`config.mk`:
```
export PLATFORM = sky130hd
export DESIGN_NAME = wb_reg_file
export DESIGN_NICKNAME = d
export VERILOG_FILES = /design/src/rtl/wb_reg_file.sv
export SDC_FILE = /design/constraint.sdc
export NUM_CORES = 2
export LEC_CHECK = 0
export ABC_CLOCK_PERIOD_IN_PS = 4900
export CAP_MARGIN = 20
export CORE_UTILIZATION = 55
export DETAILED_ROUTE_END_ITERATION = 7
export PLACE_DENSITY = 0.72
export SLEW_MARGIN = 30
export SYNTH_ARGS = -nofsm -noshare
export SYNTH_HDL_FRONTEND = slang
export SYNTH_SLANG_ARGS = --single-unit
```
`constraint.sdc`:
```
create_clock -name clock -period 4.9 [get_ports clock]
set_input_delay 0.98 -clock clock [delete_from_list [all_inputs] [get_ports clock]]
set_output_delay 0.98 -clock clock [all_outputs]
set_load 0.03 [all_outputs]
```
`src/rtl/wb_reg_file.sv`:
```
// Writeback-stage register file: selects the writeback value, commits it to the
// architectural registers and serves two bypassed decode read ports plus a debug port.
module wb_reg_file #(
    parameter int XLEN  = 32,
    parameter int NREGS = 32,
    parameter int AW    = $clog2(NREGS)
) (
    input  logic            clock,
    input  logic            reset,
    input  logic            WB_reg_write,
    input  logic            WB_mem_to_reg,
    input  logic [XLEN-1:0] read_data,
    input  logic [XLEN-1:0] ALU_result,
    input  logic [AW-1:0]   rd,
    input  logic [AW-1:0]   rs1,
    input  logic [AW-1:0]   rs2,
    input  logic [AW-1:0]   dbg_addr,
    output logic [XLEN-1:0] rs1_data,
    output logic [XLEN-1:0] rs2_data,
    output logic [XLEN-1:0] wb_data,
    output logic            wb_valid,
    output logic [XLEN-1:0] dbg_data
);

    logic [XLEN-1:0] r_regs [NREGS];

    logic [XLEN-1:0] w_wbData;
    logic            w_wbValid;
    logic            w_rs1Hit;
    logic            w_rs2Hit;

    assign w_wbData  = WB_mem_to_reg ? read_data : ALU_result;
    assign w_wbValid = WB_reg_write && (rd != '0) && !reset;

    assign w_rs1Hit = w_wbValid && (rs1 == rd);
    assign w_rs2Hit = w_wbValid && (rs2 == rd);

    // Reset takes priority over a write presented in the same cycle; x0 is never written.
    always_ff @(posedge clock) begin
        if (reset) begin
            for (int i = 0; i < NREGS; i++) begin
                r_regs[i] <= '0;
            end
        end else if (w_wbValid) begin
            r_regs[rd] <= w_wbData;
        end
    end

    // Write-first bypass so ID sees the value committing on this edge.
    always_comb begin
        rs1_data = '0;
        if (reset) begin
            rs1_data = '0;
        end else if (w_rs1Hit) begin
            rs1_data = w_wbData;
        end else if (rs1 != '0) begin
            rs1_data = r_regs[rs1];
        end
    end

    always_comb begin
        rs2_data = '0;
        if (reset) begin
            rs2_data = '0;
        end else if (w_rs2Hit) begin
            rs2_data = w_wbData;
        end else if (rs2 != '0) begin
            rs2_data = r_regs[rs2];
        end
    end

    // Debug port shows committed state only.
    always_comb begin
        dbg_data = '0;
        if (!reset && (dbg_addr != '0)) begin
            dbg_data = r_regs[dbg_addr];
        end
    end

    assign wb_data  = w_wbData;
    assign wb_valid = w_wbValid;

endmodule

```
==> results by group <==
Layout
  • Layout cell share with drive strength beyond 1: 0.3581
  • Number of standard cells in the final layout excluding fillers: about 6,000
  • Final design instance area without fill: 0.07087 sq mm
  • Signed area change from the synthesized netlist to the final layout: 15.11%
  • FILL cells: 7,919
  • # nets final: 4,457
  • Register bank with the most flops: r_regs
  • Largest register FFs: just over 1,000
  • Registers with the highest flip-flop counts: r_regs x1024

Routing
  • Count of antenna-violating nets left after detailed routing: 0
  • Via count: 45,380
  • Iteration count of the initial detailed-routing pass: 6
  • Initial drt markers: between 7,000 and 8,000
  • Vias per cell: 7.613
  • Post-Route WL: 228,500 um
  • Remaining design rule violation count: 0
  • Routed len/inst: ~38 um

Clock tree
  • Number of buffers created by CTS: between 100 and 150
  • Number of setup buffers added after CTS: 0
  • Root Driver: sky130_fd_sc_hd__clkbuf_16
  • Number of clock sinks: 1,024
  • CTS Hold Bufs: 0
  • Post-CTS resize count: 0
  • Number of levels the H-tree was split into: 3
  • CTS tree: built
  • Register clock-pin slew on the reported worst setup and hold paths: 70 ps
  • Number of buffers between clock root and the deepest sink: 3

Worst setup path
  • Startpoint types: primary input
  • Data arrival time of the critical path: 3780 ps
  • Data required time at the worst endpoint: around 3900 ps
  • Maximum fanout along the worst path: 26
  • Startpoint-to-endpoint class of the critical path: in2out
  • Crit path capture type: output port
  • Worst setup startpoint: rs1[0]

STA
  • Number of setup violations in the final report: 0
  • Fmax: 210.1 MHz
  • RSZ-0062 raised after global routing: false
  • Slew Viols, Final: 0
  • Post-layout min period: 4759 ps
  • Max-slew headroom at the worst pin: 0.2597
  • Final hold violations: 0
  • Setup TNS Final: 0 ps
  • Final Hold Slack: 1084 ps
  • Period utilization: 0.9713
  • Measured slew at the worst slew-check pin: 1106 ps

Synth
  • Number of enable-type register cells in the synthesized netlist: ~1,000
  • Simple logic cell fraction of the synthesized area: 0.08131
  • Dominant combinational cell family by area after synthesis: multiplexers
  • Post-Synth Adder-Cell Area: 0
  • Leading cell type by number of instances after synthesis: sky130_fd_sc_hd__nor2_1
  • Dominant cell type by area after synthesis: sky130_fd_sc_hd__edfxtp_1
  • Count of distinct cell types in the synthesized netlist: 40
  • Post-synthesis compound-gate area fraction: 0.03618
  • Prevailing post-synth register cell: sky130_fd_sc_hd__edfxtp_1
  • Flop and latch count out of synthesis: between 1,000 and 1,500
  • Register area share after synthesis: 0.4995
  • Leading post-synthesis cells by cell area: sky130_fd_sc_hd__edfxtp_1 50%, sky130_fd_sc_hd__mux4_2 28%, sky130_fd_sc_hd__nor2_1 6.5%
  • Synthesized instance count: 4,198
  • Mux contribution to synthesized area: 0.3408
  • Top post-synthesis cells by count: 1,062 x sky130_fd_sc_hd__nor2_1, 1,024 x sky130_fd_sc_hd__edfxtp_1, 768 x sky130_fd_sc_hd__mux4_2, 308 x sky130_fd_sc_hd__clkbuf_1, 224 x sky130_fd_sc_hd__mux2i_1
  • Avg Inst Size Synth: ~15 sq um
  • Count of warnings emitted by yosys: 0
  • Post-synthesis async set-or-reset flop share: 0
  • Xor/xnor share of the synthesized area: 0.001423
  • Share of the synthesized area in the top cell type: 0.4995
  • Area of the mapped netlist: slightly above 0.06 sq mm

Global route
  • Initial antenna violation count: 13
  • Routing usage on met3: 0.1742
  • M2 GR Usage: 0.5882
  • Via count of the first global-routing pass: 44,130
  • Pin count of the biggest net entering global routing: 67
  • Met1 Use GR: 0.5081
  • Busiest grt layer: met2
  • Overall global routing resource usage: 0.4059
  • Wire length of the first global-routing pass: 321,200 um
  • Total grt overflow: 0

Placed design
  • Cells after DPL: 5,743
  • Final GP Congestion: a little under 1
  • DP Wirelength: around 140,000 um
  • Buffers added on ports: between 200 and 250
  • Placed inst area: 0.06685 sq mm

Flow run
  • Maximum capacitance violations: 0

Worst hold path
  • Hold Crit Class: in2reg
  • Hold wc startpoint: reset

Power and ir drop
  • Total power consumption of the routed design: 24.34 mW
  • Lkg Pwr: between 20 and 25 nW
  • Combinational group share of total power: 0.190
  • Worst supply voltage drop on vdd: between 0.3 and 0.4 mV
  • Power Internal: 17.63 mW
  • Switching share of total power: 0.2756
  • Switching power of the nets: 6.708 mW
  • Part of the total power dissipated in the clock network: 0.378
  • Portion of total power attributed to sequential cells: 0.431
  • P per Cell Area: 343.5 mW/mm^2

Die
  • Initial core utilization: 0.5555
  • Die height: between 300 and 400 um
  • I/O pin count: between 200 and 250
  • Die Outline Area: 0.1133 sq mm
  • Width of the die: 336.6 um
  • Placeable core region: ~0.11 sq mm
  • Count of standard-cell rows: 122

Run status
  • Status: complete, no violations
metal layers:
layer  vias up  share of wire  routed length (um)
met3       959           0.17               39850
met5         -        0.00055                 126
met4        18          0.070               16030
met2      4599           0.43               99070
met1     22770           0.32               73410
li1      17040              -                   -
through the flow:
stage / worst slack, ps / utilization
2_1_floorplan: 1162 / -
3_3_place_gp: 530.8 / 0.6030
3_5_place_dp: 441.5 / 0.6033
4_1_cts: 429.4 / 0.6391
5_1_grt: 221.0 / 0.6393
6_report: 140.7 / 0.6395
cell families after synthesis:
logic type / after synthesis
AOI/OAI and AO/OA: 263
DFF: 1024
other: 1
and+or+nand+nor: 1254
muxes: 1120
xor gates and xnor gates: 10
buffers and inverters: 526
layout make-up:
| cell class | count | area [sq um] | share of cell area |
|---|---|---|---|
| Clock inverter | 81 | 1082 | 0.01527 |
| Inverter | 34 | 127.6 | 0.001801 |
| Clock buffer | 128 | 2884 | 0.04070 |
| Tap cell | 1488 | 1862 | 0.02627 |
| Multi-Input combinational cell | 2679 | 29100 | 0.4106 |
| Sequential cell | 1024 | 30750 | 0.4339 |
| Timing Repair Buffer | 519 | 5044 | 0.07117 |
| Antenna cell | 8 | 20.02 | 0.0002825 |
critical path, stage by stage:
cell	delay [ps]
sky130_fd_sc_hd__buf_8	320
sky130_fd_sc_hd__buf_12	310
sky130_fd_sc_hd__mux4_2	530
sky130_fd_sc_hd__a22o_1	270
sky130_fd_sc_hd__nor2_1	800
sky130_fd_sc_hd__o221ai_1	270
sky130_fd_sc_hd__buf_4	230
cells in the final DEF, fill, tap and decap left out, types with 3 or more instances in the layout:
cell type and instances:
sky130_fd_sc_hd__clkinv_2 19, sky130_fd_sc_hd__buf_2 3, sky130_fd_sc_hd__mux2i_1 192, sky130_fd_sc_hd__and2_2 3
sky130_fd_sc_hd__clkinvlp_4 8, sky130_fd_sc_hd__mux2i_4 32, sky130_fd_sc_hd__edfxtp_1 1024, sky130_fd_sc_hd__buf_12 63
sky130_fd_sc_hd__o22ai_1 32, sky130_fd_sc_hd__diode_2 8, sky130_fd_sc_hd__nand4_1 64, sky130_fd_sc_hd__nor2_4 4
sky130_fd_sc_hd__nor2_1 1058, sky130_fd_sc_hd__mux2_2 128, sky130_fd_sc_hd__buf_8 6, sky130_fd_sc_hd__nor3b_1 3
sky130_fd_sc_hd__clkbuf_1 15, sky130_fd_sc_hd__clkdlybuf4s50_1 107, sky130_fd_sc_hd__xor2_1 5, sky130_fd_sc_hd__o221ai_1 64
sky130_fd_sc_hd__nor3_1 35, sky130_fd_sc_hd__nand2_1 3, sky130_fd_sc_hd__nor2b_4 5, sky130_fd_sc_hd__conb_1 32
sky130_fd_sc_hd__xnor2_1 5, sky130_fd_sc_hd__a22o_1 160, sky130_fd_sc_hd__nand2_2 64, sky130_fd_sc_hd__clkbuf_16 113
sky130_fd_sc_hd__buf_4 335, sky130_fd_sc_hd__clkinv_1 24, sky130_fd_sc_hd__bufinv_16 25, sky130_fd_sc_hd__inv_1 33
sky130_fd_sc_hd__mux4_2 768
final timing paths:
| check | endpoint | slack (ps) | cells past startpoint |
|---|---|---|---|
| max | rs1_data[25] | 140 | 7 |
| min | r_regs[0][21] | 1080 | 2 |
power by group through the flow:
stage | combinational [mW] | sequential (mW) | clock [mW]
2_1_floorplan | 2.73 | 10.5 | 0
3_3_place_gp | 4.40 | 10.6 | 0
3_5_place_dp | 4.43 | 10.7 | 0
4_1_cts | 4.45 | 10.5 | 9.22
5_1_grt | 4.68 | 10.5 | 9.54
6_report | 4.63 | 10.5 | 9.21
(Power assumes the default switching activity.)
